[src/rtl/pol2rec_seq.sv]
// Sequential rotation-mode CORDIC: polar (16Q16 modulus, 8Q24 degrees) to rectangular 16Q16.
// One micro-rotation per clock through a shared arctangent table, with a start/busy/done handshake.
module pol2rec_seq #(
  parameter int unsigned NITER  = 32,
  parameter logic [31:0] K_GAIN = 32'h9B74EDA8
) (
  input  logic        clock,
  input  logic        reset,
  input  logic        start,
  input  logic [31:0] mod,
  input  logic [31:0] angle,
  output logic        busy,
  output logic        done,
  output logic [31:0] x,
  output logic [31:0] y
);

  typedef enum logic [1:0] {IDLE, LOAD, ITER, DONE} state_e;

  localparam logic signed [33:0] DEG90  = 34'sh05A000000;
  localparam logic signed [33:0] DEG180 = 34'sh0B4000000;
  localparam logic signed [33:0] SAT_HI = 34'sh07FFFFFFF;
  localparam logic signed [33:0] SAT_LO = 34'sh380000000;
  localparam logic [5:0]         LAST   = 6'(NITER - 1);

  // atan(2^-i) in degrees, 8Q24
  function automatic logic [31:0] atan_rom(input logic [5:0] a);
    case (a)
      6'd0:  return 32'h2D000000;
      6'd1:  return 32'h1A90A732;
      6'd2:  return 32'h0E094741;
      6'd3:  return 32'h07200112;
      6'd4:  return 32'h03938AA6;
      6'd5:  return 32'h01CA3795;
      6'd6:  return 32'h00E52A1B;
      6'd7:  return 32'h007296D8;
      6'd8:  return 32'h00394BA5;
      6'd9:  return 32'h001CA5DA;
      6'd10: return 32'h000E52EE;
      6'd11: return 32'h00072977;
      6'd12: return 32'h000394BC;
      6'd13: return 32'h0001CA5E;
      6'd14: return 32'h0000E52F;
      6'd15: return 32'h00007297;
      6'd16: return 32'h0000394C;
      6'd17: return 32'h00001CA6;
      6'd18: return 32'h00000E53;
      6'd19: return 32'h00000729;
      6'd20: return 32'h00000395;
      6'd21: return 32'h000001CA;
      6'd22: return 32'h000000E5;
      6'd23: return 32'h00000073;
      6'd24: return 32'h00000039;
      6'd25: return 32'h0000001D;
      6'd26: return 32'h0000000E;
      6'd27: return 32'h00000007;
      6'd28: return 32'h00000004;
      6'd29: return 32'h00000002;
      6'd30: return 32'h00000001;
      default: return 32'h00000000;
    endcase
  endfunction

  function automatic logic [31:0] sat32(input logic signed [33:0] v);
    if (v > SAT_HI) return 32'h7FFFFFFF;
    if (v < SAT_LO) return 32'h80000000;
    return v[31:0];
  endfunction

  state_e             state_q, state_d;
  logic signed [33:0] xr_q, xr_d, yr_q, yr_d, zr_q, zr_d;
  logic [5:0]         cnt_q, cnt_d;
  logic [31:0]        mod_q, mod_d, angle_q, angle_d;
  logic [31:0]        x_q, x_d, y_q, y_d;
  logic               busy_q, busy_d, done_q, done_d;

  logic signed [64:0] mod_w, k_w, prod;
  logic signed [33:0] kmod, ang34, xs, ys, atan34;
  logic [31:0]        rom;

  always_comb begin
    state_d = state_q;
    xr_d    = xr_q;
    yr_d    = yr_q;
    zr_d    = zr_q;
    cnt_d   = cnt_q;
    mod_d   = mod_q;
    angle_d = angle_q;
    x_d     = x_q;
    y_d     = y_q;
    busy_d  = busy_q;
    done_d  = 1'b0;

    // signed modulus times unsigned 0Q32 gain; >>> 32 floors toward -inf
    mod_w  = {{33{mod_q[31]}}, mod_q};
    k_w    = {33'd0, K_GAIN};
    prod   = mod_w * k_w;
    kmod   = 34'(prod >>> 32);
    ang34  = {{2{angle_q[31]}}, angle_q};
    xs     = xr_q >>> cnt_q;
    ys     = yr_q >>> cnt_q;
    rom    = atan_rom(cnt_q);
    atan34 = {{2{rom[31]}}, rom};

    case (state_q)
      IDLE: begin
        if (start) begin
          mod_d   = mod;
          angle_d = angle;
          busy_d  = 1'b1;
          state_d = LOAD;
        end
      end
      LOAD: begin
        // fold outer quadrants into CORDIC convergence range by pre-rotating 180 deg
        if (ang34 > DEG90) begin
          xr_d = -kmod;
          zr_d = ang34 - DEG180;
        end else if (ang34 < -DEG90) begin
          xr_d = -kmod;
          zr_d = ang34 + DEG180;
        end else begin
          xr_d = kmod;
          zr_d = ang34;
        end
        yr_d    = '0;
        cnt_d   = '0;
        state_d = ITER;
      end
      ITER: begin
        if (!zr_q[33]) begin
          xr_d = xr_q - ys;
          yr_d = yr_q + xs;
          zr_d = zr_q - atan34;
        end else begin
          xr_d = xr_q + ys;
          yr_d = yr_q - xs;
          zr_d = zr_q + atan34;
        end
        cnt_d = cnt_q + 6'd1;
        if (cnt_q == LAST) state_d = DONE;
      end
      DONE: begin
        x_d     = sat32(xr_q);
        y_d     = sat32(yr_q);
        done_d  = 1'b1;
        busy_d  = 1'b0;
        state_d = IDLE;
      end
      default: state_d = IDLE;
    endcase
  end

  always_ff @(posedge clock) begin
    if (!reset) begin
      state_q <= IDLE;
      xr_q    <= '0;
      yr_q    <= '0;
      zr_q    <= '0;
      cnt_q   <= '0;
      mod_q   <= '0;
      angle_q <= '0;
      x_q     <= '0;
      y_q     <= '0;
      busy_q  <= 1'b0;
      done_q  <= 1'b0;
    end else begin
      state_q <= state_d;
      xr_q    <= xr_d;
      yr_q    <= yr_d;
      zr_q    <= zr_d;
      cnt_q   <= cnt_d;
      mod_q   <= mod_d;
      angle_q <= angle_d;
      x_q     <= x_d;
      y_q     <= y_d;
      busy_q  <= busy_d;
      done_q  <= done_d;
    end
  end

  assign busy = busy_q;
  assign done = done_q;
  assign x    = x_q;
  assign y    = y_q;

endmodule

[config.mk]
export PLATFORM = sky130hd
export DESIGN_NAME = pol2rec_seq
export DESIGN_NICKNAME = d
export VERILOG_FILES = /design/src/rtl/pol2rec_seq.sv
export SDC_FILE = /design/constraint.sdc
export NUM_CORES = 2
export LEC_CHECK = 0
export ABC_CLOCK_PERIOD_IN_PS = 19200
export BUFFER_PORTS_ARGS = -buffer_cell sky130_fd_sc_hd__buf_4
export CORE_MARGIN = 3
export CORE_UTILIZATION = 50
export CTS_CLUSTER_SIZE = 40
export DETAILED_ROUTE_END_ITERATION = 7
export PLACE_DENSITY = 0.66
export SLEW_MARGIN = 25
export SYNTH_ARGS = -nofsm -noshare
export SYNTH_HDL_FRONTEND = slang
export SYNTH_SLANG_ARGS = --single-unit
[constraint.sdc]
create_clock -name clock -period 19.2 [get_ports clock]
set_input_delay 3.84 -clock clock [delete_from_list [all_inputs] [get_ports clock]]
set_output_delay 3.84 -clock clock [all_outputs]
set_load 0.03 [all_outputs]
Word level (Yosys, flattened, before mapping)
Memories as Yosys holds them, arrays and structs flattened. A register that Yosys moved wholly into a read port is not among the register bits.
Cells that the tools add are included.
{ "op_classes": {"n_mul": 1, "n_lt_le_gt_ge": 6, "add_sub_neg": 10, "n_reduce_logical": 6, "mux": 38, "n_shift": 2, "n_eq_ne": 6} }
{ "ops": {"columns": ["op", "n"], "rows": [
  ["two-way mux 32 bit", 9],
  ["two-way mux 34 bit", 7],
  ["one-hot mux 34 bit (2 select lines)", 3],
  ["adder 34 bit", 2],
  ["greater-than comparator 34 x 32 -> 1 bit, second input constant", 2],
  ["< comparator 34 x 32 -> 1 bit, second input constant", 2],
  [">>> shifter 34 x 6 -> 34 bit", 2],
  ["subtractor 34 bit", 2],
  ["multiplier 32 x 30 -> 62 bit, second input constant", 1],
  ["adder 32 x 33 -> 34 bit, second input constant", 1],
  ["adder 34 x 32 -> 34 bit", 1],
  ["negation 33 -> 34 bit", 1],
  ["subtractor 32 x 33 -> 34 bit, second input constant", 1],
  ["subtractor 34 x 32 -> 34 bit", 1],
  ["greater-than comparator 32 bit, second input constant", 1],
  ["< comparator 32 bit, second input constant", 1],
  ["two-way mux 1 bit", 12],
  ["one-hot mux 6 bit (2 select lines)", 1],
  ["two-way mux 5 bit", 2],
  ["one-hot mux 2 bit (4 select lines)", 1],
  ["adder 6 x 1 -> 6 bit, second input constant", 1],
  ["equality test 6 x 5 -> 1 bit, second input constant", 1],
  ["AND reduction 2 bit", 3],
  ["equality test 2 bit, second input constant", 2],
  ["other kinds (6)", 9]
]} }
{ "totals": {"mem_bits_ro": 960, "in_bits": 67, "memories": 1, "ff_bits": 240} }
{ "memory_table": {"columns": ["name", "depth", "width", "rd", "rd_ports_with_merged_regs", "wr", "line_no", "source"], "rows": [
  ["(name not given)", 32, 30, 1, 1, 0, "28", "case (a)"]
]} }

Logic depth before layout (Yosys ltp)
{ "depth": {"depth_word": 7, "ltp_mapped": 34, "mapped_depth_nobuf": 32} }

Least setup slack after synthesis
OpenSTA, ideal clock, no wires.
{ "synth_timing": {"path_kind": "flip-flop to flip-flop", "startpoint": "register mod_q[31]", "endpoint": "register xr_q[28]", "setup_time_ps": 120, "path_buffers": 3, "path_stages_with_launch": 26, "arrival_ps": 8399, "setup_slack_ps": 10681, "required_ps": 19080, "path_cell_list": "dfxtp_1 > clkbuf_1 > inv_1 > o21ai_0 > fa_1 > fa_1 > fa_1 > fa_1 > inv_1 > fa_1 > inv_1 > ha_1 > clkbuf_1 > and4_1 > nand3_1 > o2bb2ai_1 > inv_1 > o31ai_1 > xor2_1 > a2111o_1 > or4b_1 > buf_2 > or2_1 > nor3_2 > mux2i_1 > a211o_1"} }
{ "synth_between": {"elab_chain_len": 5} }
{ "synth_rtl": {"columns": ["item", "line_no", "source"], "rows": [
  ["start, declared", "73", "logic [31:0] mod_q, mod_d, angle_q, angle_d;"],
  ["start signal, assigned", "173", "mod_q <= mod_d;"],
  ["multiplier 32 x 30 -> 62 bit *", "97", "prod = mod_w * k_w;"],
  ["negation 33 -> 34 bit", "117, 120", null],
  ["two-way mux 34 bit", "119", "end else if (ang34 < -DEG90) begin"],
  ["two-way mux 34 bit *", "116", "if (ang34 > DEG90) begin"],
  ["one-hot mux 34 bit (2 select lines) *", "105", "case (state_q)"],
  ["end signal, assigned", "169", "xr_q <= xr_d;"],
  ["end, declared", "71", "logic signed [33:0] xr_q, xr_d, yr_q, yr_d, zr_q, zr_d;"]
]} }
Every way passes the cells marked *; elsewhere a longest branch is shown, timed or not.
A chain may end at the register's enable or synchronous reset.

Final worst setup path
{ "layout_timing": {"startpoint": "register mod_q[17]", "endpoint": "register xr_q[27]"} }
Same word-level chain as after synthesis.

==> flow_summary.toml <==
[status]
status = "completed"

[critical_path]
cp-end-kind = "flip-flop"
start_kind = "flip-flop"
cp.depth = 29
cp_data_arrival_time_ns = 10.35
cp.required_ns = 19.62
path_max_fanout = 9
slowest_stage = "dfxtp_1"
crit_buf_inv = 5
cpPeakStageDelay_ns = 0.64
critPathTopFamily = "adder cells"
reg2reg_depth = 29
worstSetupPathType = "flip-flop to flip-flop"

[sta]
drv_slew = 0
hold_violations = 0
setup_ws_ns = 9.28
setup-tns-final_ns = 0
clock_skew_ns = 0.0204
rsz0062_at_grt = "false"
worst_slew_pin_slew_ns = 1.00
slew_headroom_pct = 32.9
setup_viol = 0
timing.fmax_mhz = 101
period_needed_ns = 9.92
finalCritPeriodShare_pct = 51.7

[synthesis]
ys_types = 101
async_reset_ff_share_pct = 0
synth_edf_count = 0
ys_seq_area_share_pct = 12.8
syn_inst = 5019
synth_top_cell_by_area = "fa_1"
ys_top_cells_by_area = "fa_1 20%, ha_1 14%, dfxtp_1 13%"
netlist_area_um2 = 42400
synth_top_cell_area_share_pct = 20.0
synth_nets = 5994
synthFlopType = "dfxtp_1"
postSynthAreaPerCell_um2 = 8.44
yosys_warnings = 0
synth-seq-cells = 270
synth_common_cells = "741 x inv_1, 484 x ha_1, 443 x a21oi_1"
yosysMostFrequentCell = "inv_1"

[global_route]
groute.usage.overall_pct = 31.0
antenna_found_initial = 5
grt_pass1_vias = 35700
grt_max_degree = 71
grt_pass1_wl_um = 214000
gr-total-overflow = 0

[clock_tree]
cts_resized = 0
cts_tree = "yes"
clk_path_buf_depth = 3
htreeDepth = 2
clk_pin_slew_ns = 0.07
cts-root-buf = "clkbuf_16"
postCtsHoldBufs = 0
post_cts_buffers = 0
clk_latency_ns = 0.59
cts_made_buffers = 36
clock_sinks = 270

[run]
max_cap_viol_count = 0

[detailed_routing]
drcViolationCount = 0
ant_nets = 0
drtIter0Drc = 3151
avgViaCountPerCell = 5.87
vias = 36200
first_pass_iters = 6
wirelength_um = 137000
avgRoutedWirePerCell_um = 22.3

[cells_and_area]
finalInstanceArea_um2 = 45400
fin_cells = 6175
multi_input_area_um2 = 33300
nets = 5986
area_growth_pct = 7.19
layout-drive-gt1-share_pct = 7.94
seq_area_um2 = 5420
fillers = 8034

[floorplan]
ios = 133
die_w_um = 297
num_rows = 106
core_area_um2 = 83800
floorplan.initialDensity_pct = 50.5
die_h_um = 297
dieArea_um2 = 88200

[worst_hold_path]
hp-class = "flip-flop to flip-flop"
hold_path_depth = 2

[placement]
place_congestion = 1.01
hpwlAfterDp_um = 111000
io_buffers = 132
pre_cts_slack_ns = 9.54
placedCellCount = 6107
placed_area_um2 = 44200
==> worst paths after layout <==
check | slack [ns] | to | start
max reg2reg | 9.28 | xr_q[27] | mod_q[17]
min | 0.47 | y[25] | y[25]
min reg2reg | 0.47 | y[25] | y[25]
max | 9.28 | xr_q[27] | mod_q[17]
==> tightest hold or removal path, cell delays in order (launching register included) <==
cell      delay (ns)
dfxtp_1         0.31
nand2b_1        0.06
a21oi_1         0.05
==> final cells by class <==
cell class,instances,area share [%]
sequential,270,11.9
inverter,748,6.20
clock inverter,19,0.449
tap,1134,3.13
timing repair buffer,166,2.75
clock buffer,47,2.19
antenna,2,0.0110
multi-input combinational,3789,73.3
==> logic make-up (layout without fill, tap and decap cells) <==
kind of cell    count (synthesis)  count (layout)  share of synthesized area, %
compound gates               1211            1211                          17.8
simple gates                 1165            1165                          12.9
buf+inv                       960             980                          8.72
fa+ha+maj                     908             908                          34.3
xor+xnor                      320             320                          6.62
flops                         270             270                          12.8
mux                           185             185                          6.78
other cells                     0               2                             0
==> metal layers <==
metal / routed length [um] / vias to the layer above / track usage (%)
li1: - / 17000 / -
met3: 14400 / 220 / 8.52
met2: 56900 / 1462 / 45.5
met1: 62100 / 17500 / 45.0
met5: 11 / - / 0
met4: 4080 / 2 / 8.18
==> stage by stage <==
stage	utilization (%)	hold slack (ns)
after floorplan	-	0.448
after global placement	52.7	0.456
after detailed placement	52.7	0.461
after CTS	54.2	0.470
after global routing	54.2	0.489
final	54.2	0.468
==> cell usage in the layout (no fill, tap or decap), types with 42 or more instances in the layout <==
| cell | count |
|---|---|
| mux2i_1 | 81 |
| buf_4 | 166 |
| nand2b_1 | 91 |
| mux4_2 | 78 |
| o21ai_0 | 259 |
| a21o_1 | 99 |
| nor3_1 | 58 |
| ha_1 | 481 |
| xor2_1 | 144 |
| a21oi_1 | 443 |
| fa_1 | 424 |
| inv_1 | 739 |
| nand2_1 | 434 |
| xnor2_1 | 175 |
| nand3_1 | 50 |
| dfxtp_1 | 263 |
| nor2_1 | 302 |
| a31oi_1 | 42 |
Power is left out: the tool's default activity adds up to more than one toggle a clock period on the data nets, which glitch-free logic cannot reach.
